--- config.mk ---
export PLATFORM = sky130hd
export DESIGN_NAME = writeback_stage_flat
export DESIGN_NICKNAME = d
export VERILOG_FILES = /design/src/rtl/writeback_if.sv /design/src/rtl/writeback_stage.sv /design/src/flat_wrapper.sv
export SDC_FILE = /design/constraint.sdc
export NUM_CORES = 1
export LEC_CHECK = 0
export CORE_UTILIZATION = 47
export CTS_CLUSTER_SIZE = 16
export DETAILED_ROUTE_END_ITERATION = 16
export GPL_ROUTABILITY_DRIVEN = 0
export GPL_TIMING_DRIVEN = 0
export HOLD_SLACK_MARGIN = 0.15
export PLACE_DENSITY_LB_ADDON = 0.3
export SYNTH_ARGS = -nofsm -noshare
export SYNTH_HDL_FRONTEND = slang
export SYNTH_SLANG_ARGS = --single-unit
--- constraint.sdc ---
create_clock -name clk -period 4.51 [get_ports clk]
set_input_delay 0.6765 -clock clk [delete_from_list [all_inputs] [get_ports clk]]
set_output_delay 0.6765 -clock clk [all_outputs]
set_load 0.02 [all_outputs]
--- src/rtl/writeback_if.sv ---
// writeback_if: memory-stage/data-memory inputs and regfile write port of the writeback stage
interface writeback_if;
    logic        clk_en;
    logic [19:0] inst_u_imm_in;
    logic [2:0]  inst_fn3_in;
    logic [4:0]  rd_addr_in;
    logic [2:0]  ctr_in;
    logic [31:0] alu_in;
    logic [29:0] inc_pc_in;
    logic [31:0] mem_data_in;
    logic        mem_valid_in;
    logic        stall;
    logic        load_fault;
    logic        wb_regfile_we;
    logic [4:0]  wb_write_address;
    logic [31:0] wb_data;

    modport slave (
        input  clk_en, inst_u_imm_in, inst_fn3_in, rd_addr_in, ctr_in, alu_in, inc_pc_in,
               mem_data_in, mem_valid_in,
        output stall, load_fault, wb_regfile_we, wb_write_address, wb_data
    );

    modport master (
        output clk_en, inst_u_imm_in, inst_fn3_in, rd_addr_in, ctr_in, alu_in, inc_pc_in,
               mem_data_in, mem_valid_in,
        input  stall, load_fault, wb_regfile_we, wb_write_address, wb_data
    );
endinterface

--- src/rtl/writeback_stage.sv ---
// writeback_stage: load alignment, regfile write-source select and load-response wait/timeout FSM
module writeback_stage #(
    parameter int LOAD_TIMEOUT = 16
) (
    input logic        clk,
    input logic        async_rst_n,
    writeback_if.slave wb
);
    localparam int CW = LOAD_TIMEOUT < 2 ? 1 : $clog2(LOAD_TIMEOUT + 1);
    localparam logic [CW-1:0] TMAX = CW'(LOAD_TIMEOUT);

    typedef enum logic [1:0] {IDLE, WAIT, HELD} state_t;

    state_t        state, state_nxt;
    logic [CW-1:0] cnt, cnt_nxt;
    logic [31:0]   hold, hold_nxt;
    logic          held, held_nxt;
    logic          is_load, timeout_hit;
    logic [31:0]   load_word, load_data, src;
    logic [7:0]    byte_v;
    logic [15:0]   half;

    always_comb begin
        is_load     = wb.ctr_in[0] & (wb.ctr_in[2:1] == 2'b01);
        load_word   = held ? hold : wb.mem_data_in;
        byte_v      = 8'(load_word >> {wb.alu_in[1:0], 3'b000});
        half        = wb.alu_in[1] ? load_word[31:16] : load_word[15:0];
        // fn3[1] selects full word, fn3[0] half vs byte, fn3[2] suppresses sign extension
        load_data   = wb.inst_fn3_in[1] ? load_word :
                      wb.inst_fn3_in[0] ? {{16{~wb.inst_fn3_in[2] & half[15]}}, half} :
                                          {{24{~wb.inst_fn3_in[2] & byte_v[7]}}, byte_v};
        src         = wb.ctr_in[2:1] == 2'b00 ? wb.alu_in :
                      wb.ctr_in[2:1] == 2'b01 ? load_data :
                      wb.ctr_in[2:1] == 2'b10 ? {wb.inst_u_imm_in, 12'h000} :
                                                {wb.inc_pc_in, 2'b00};
        timeout_hit = (state == WAIT) && (LOAD_TIMEOUT != 0) && (cnt == TMAX) && !wb.mem_valid_in;
    end

    assign wb.stall = async_rst_n & ((state == IDLE) ? is_load & wb.clk_en & ~wb.mem_valid_in :
                                     (state == WAIT) ? ~(wb.mem_valid_in | held) & ~timeout_hit :
                                                       1'b0);
    assign wb.wb_regfile_we    = async_rst_n & wb.ctr_in[0] & wb.clk_en & ~wb.stall & (wb.rd_addr_in != 5'd0);
    assign wb.wb_write_address = wb.rd_addr_in;
    assign wb.wb_data          = timeout_hit ? 32'h0 : src;
    assign wb.load_fault       = async_rst_n & timeout_hit;

    always_comb begin
        state_nxt = state;
        cnt_nxt   = cnt;
        hold_nxt  = hold;
        held_nxt  = held;
        unique case (state)
            IDLE: if (is_load && wb.clk_en && !wb.mem_valid_in) begin
                state_nxt = WAIT;
                cnt_nxt   = CW'(1);
            end
            WAIT: if (wb.mem_valid_in && wb.clk_en) begin
                state_nxt = IDLE;
                cnt_nxt   = '0;
            end else if (wb.mem_valid_in) begin
                state_nxt = HELD;
                hold_nxt  = wb.mem_data_in;
                held_nxt  = 1'b1;
                cnt_nxt   = '0;
            end else if (timeout_hit) begin
                state_nxt = IDLE;
                cnt_nxt   = '0;
            end else begin
                cnt_nxt   = (cnt == TMAX) ? cnt : cnt + CW'(1);
            end
            HELD: if (wb.clk_en) begin
                state_nxt = IDLE;
                held_nxt  = 1'b0;
            end
            default: state_nxt = IDLE;
        endcase
    end

    always_ff @(posedge clk or negedge async_rst_n) begin
        if (!async_rst_n) begin
            state <= IDLE;
            cnt   <= '0;
            hold  <= '0;
            held  <= 1'b0;
        end else begin
            state <= state_nxt;
            cnt   <= cnt_nxt;
            hold  <= hold_nxt;
            held  <= held_nxt;
        end
    end
endmodule

--- src/flat_wrapper.sv ---
// flat-port wrapper written by rule: the top's interface ports become plain ports
module writeback_stage_flat 
#(
    parameter int LOAD_TIMEOUT = 16
)
  (clk, async_rst_n, wb_clk_en, wb_inst_u_imm_in, wb_inst_fn3_in, wb_rd_addr_in, wb_ctr_in, wb_alu_in, wb_inc_pc_in, wb_mem_data_in, wb_mem_valid_in, wb_stall, wb_load_fault, wb_wb_regfile_we, wb_wb_write_address, wb_wb_data);
  writeback_if wb_i ();
  input logic clk;
  input logic async_rst_n;
  input wire logic [$bits(wb_i.clk_en)-1:0] wb_clk_en;
  input wire logic [$bits(wb_i.inst_u_imm_in)-1:0] wb_inst_u_imm_in;
  input wire logic [$bits(wb_i.inst_fn3_in)-1:0] wb_inst_fn3_in;
  input wire logic [$bits(wb_i.rd_addr_in)-1:0] wb_rd_addr_in;
  input wire logic [$bits(wb_i.ctr_in)-1:0] wb_ctr_in;
  input wire logic [$bits(wb_i.alu_in)-1:0] wb_alu_in;
  input wire logic [$bits(wb_i.inc_pc_in)-1:0] wb_inc_pc_in;
  input wire logic [$bits(wb_i.mem_data_in)-1:0] wb_mem_data_in;
  input wire logic [$bits(wb_i.mem_valid_in)-1:0] wb_mem_valid_in;
  output wire logic [$bits(wb_i.stall)-1:0] wb_stall;
  output wire logic [$bits(wb_i.load_fault)-1:0] wb_load_fault;
  output wire logic [$bits(wb_i.wb_regfile_we)-1:0] wb_wb_regfile_we;
  output wire logic [$bits(wb_i.wb_write_address)-1:0] wb_wb_write_address;
  output wire logic [$bits(wb_i.wb_data)-1:0] wb_wb_data;
  assign wb_i.clk_en = wb_clk_en;
  assign wb_i.inst_u_imm_in = wb_inst_u_imm_in;
  assign wb_i.inst_fn3_in = wb_inst_fn3_in;
  assign wb_i.rd_addr_in = wb_rd_addr_in;
  assign wb_i.ctr_in = wb_ctr_in;
  assign wb_i.alu_in = wb_alu_in;
  assign wb_i.inc_pc_in = wb_inc_pc_in;
  assign wb_i.mem_data_in = wb_mem_data_in;
  assign wb_i.mem_valid_in = wb_mem_valid_in;
  assign wb_stall = wb_i.stall;
  assign wb_load_fault = wb_i.load_fault;
  assign wb_wb_regfile_we = wb_i.wb_regfile_we;
  assign wb_wb_write_address = wb_i.wb_write_address;
  assign wb_wb_data = wb_i.wb_data;
  writeback_stage #(.LOAD_TIMEOUT(LOAD_TIMEOUT)) u_core (.clk(clk), .async_rst_n(async_rst_n), .wb(wb_i));
endmodule
==> results of run 1 <==
routing by layer:
layer	wire, um	share of wire	global-route usage
met5	0	0	0
met4	422	0.030	0.109
met3	1510	0.11	0.0730
met2	6440	0.46	0.545
met1	5510	0.40	0.413
worst max-delay path: stages:
cell and delay (ns):
clkdlybuf4s50_1 0.55, clkbuf_1 0.34, nor2_1 0.78, a22oi_1 0.24, o32ai_1 0.23, clkdlybuf4s50_1 0.67
area by class of cell:
class | count | area (um2)
Multi-Input combinational cell | 349 | 2580
Fill cell | 602 | 2080
Timing Repair Buffer | 168 | 1690
Sequential cell | 40 | 1000
Buffer | 41 | 211
Tap cell | 102 | 128
Clock buffer | 6 | 82.6
Inverter | 6 | 22.5
Clock inverter | 2 | 15.0
worst max path at each step:
stage          slack (ns)         start                to
4_1_cts              0.44  wb_ctr_in[2]     wb_wb_data[5]
2_1_floorplan        1.80  wb_alu_in[1]     wb_wb_data[0]
5_1_grt              0.33  wb_ctr_in[1]    wb_wb_data[31]
3_3_place_gp         0.27   async_rst_n  wb_wb_regfile_we
6_report             0.34  wb_ctr_in[2]     wb_wb_data[5]
3_5_place_dp         0.48  wb_ctr_in[2]     wb_wb_data[5]
cell usage after synthesis (6+ instances only):
cell type	number	share of area
nand2_1	53	0.052
mux2_2	39	0.11
clkbuf_1	20	0.020
a21oi_2	10	0.023
nand2b_1	7	0.011
a22oi_1	7	0.014
inv_1	6	0.0059
nor2_1	11	0.011
o21ai_0	48	0.063
nor2b_1	7	0.011
buf_2	12	0.016
a211oi_1	7	0.014
a31oi_1	7	0.011
dfrtp_1	40	0.26
a21oi_1	22	0.029
mux2i_1	45	0.12
registers in the layout (all words and copies together), names as in the netlist:
register      cells
u_core.hold      32
u_core.cnt        5
u_core.state      2
u_core.held       1
layout by cell type (no fill, tap or decap), drive strengths merged, types with 11 or more instances in the layout:
master and count:
clkdlybuf4s50 166, nand2 53, o21ai 48, mux2i 45, mux2 42, dfrtp 40
a21oi 32, clkbuf 26, buf 23, nor2 11
kinds of logic after synthesis:
logic type / count (synthesis)
AOI/OAI and AO/OA: 134
and+or+nand+nor: 120
muxes: 93
buffers and inverters: 47
DFF: 40
adders and majority gates: 2
metrics by stage:
| step | total power (W) | utilization | setup slack (ns) | cells |
|---|---|---|---|---|
| 5_1_grt | 0.00147 | 0.734 | 0.330 | 714 |
| 3_5_place_dp | 0.00113 | 0.722 | 0.476 | 706 |
| 6_report | 0.00141 | 0.734 | 0.338 | 714 |
| 2_1_floorplan | 0.000839 | - | 1.80 | 436 |
| 4_1_cts | 0.00139 | 0.734 | 0.445 | 714 |
| 3_3_place_gp | 0.00111 | 0.720 | 0.271 | 705 |
power by group:
part / switching [W] / leakage (nW) / total [W] / internal (W)
logic: 0.000295 / 1.92 / 0.000646 / 0.000350
clock network: 0.000141 / 0.0434 / 0.000265 / 0.000124
registers: 0.0000597 / 0.513 / 0.000497 / 0.000437
total: 0.000496 / 2.47 / 0.00141 / 0.000912
==> results.toml, run 1 <==
[timing]
finalCriticalPeriod_ns = 4.17
drv_slew = 0
min_period_over_period = 0.925
final.setup.tns_ns = 0
finalHoldViolations = 0
max-slew-margin-rel = 0.395
fmaxAchievable_ghz = 0.240
setup_viol = 0
rsz0062_at_grt = "no"
hold_ws_ns = 0.161
clock-skew-final_ns = 0.0118
worst_slew_pin_slew_ns = 0.904

[layout]
layout-drive-gt1-share = 0.147
diodes = 0
final_nets = 742
area_growth_pct = 50.0
fin_area_um2 = 5730

[clock_network]
cts_tree = "yes"
cts.sinks = 40
cts_setup_buffers = 0
ctsLongestPathBuffers = 2
clk_latency_ns = 0.31
cts_max_level = 2
cts_resized = 0
cts_made_buffers = 5
cts_hold_buf = 0
clk_pin_slew_ns = 0.07
cts-root-buf = "clkbuf_8"

[synth]
synth_edf_count = 0
syn_avg_cell_area_um2 = 8.76
synth_top_family_by_area = "multiplexers"
synth_compound_area_frac = 0.225
synth.cell_area_um2 = 3820
ys.flop_type = "dfrtp_1"
synthAdderAreaFrac = 0.00655
yosysUniqueCellTypes = 55
synth_xor_xnor_area_share = 0
ys_seq_area_frac = 0.262
ys_warn_count = 0
netlist_instances = 436
synthSimpleGateAreaFrac = 0.166
syn-num-nets = 567
ys_async_sr_fraction = 1.00
synth.area.mux_share = 0.279
synth-seq-cells = 40

[die]
die_area_um2 = 8490
initial_core_util = 0.489
io_pins = 169
die_y_um = 92.2
core_um2 = 7810
fp.dieW_um = 92.2
rows = 32

[grt]
grt_first_pass_wirelength_um = 21500
grt_use_total = 0.325
grt_pass1_vias = 4277
grt_max_degree = 43
antenna_found_initial = 0
gr-total-overflow = 0

[setup_path]
worstSetupEndpointType = "output port"
startpoint_type = "input port"
worstPathRequired_ns = 3.83
regToRegEndpoint = "u_core.hold[27]"
crit_arrival_ns = 3.50
rr_worst_depth = 5
path_max_fanout = 10
criticalPathCategory = "in -> out"
r2r_slack_ns = 2.47
rr_startpoint = "u_core.state[1]"

[outcome]
status = "completed"

[placed_design]
place_area_um2 = 5630
placement.io_buffers = 167
dp_hpwl_um = 10800

[power]
power_density_nw_per_um2 = 246
p_leak_nw = 2.47
ir_worst_vdd_mv = 0.180

[drt]
firstDrtPassIters = 6
drt_iter0_drc = 499
ant_nets = 0
vias = 4447
wl_per_cell_um = 19.4
drt-total-wl_um = 13900
viasPerCell = 6.23
drc = 0

[job]
max_cap_viol_count = 0

[min_path]
hold_path.class = "in -> async"
(Power assumes the default switching activity.)
==> inputs of run 2 (changes only) <==
Settings changed: CTS_CLUSTER_SIZE 16 to 28.
==> results of run 2 <==
No change in the layout: final DEF, timing and power equal those of run 1.
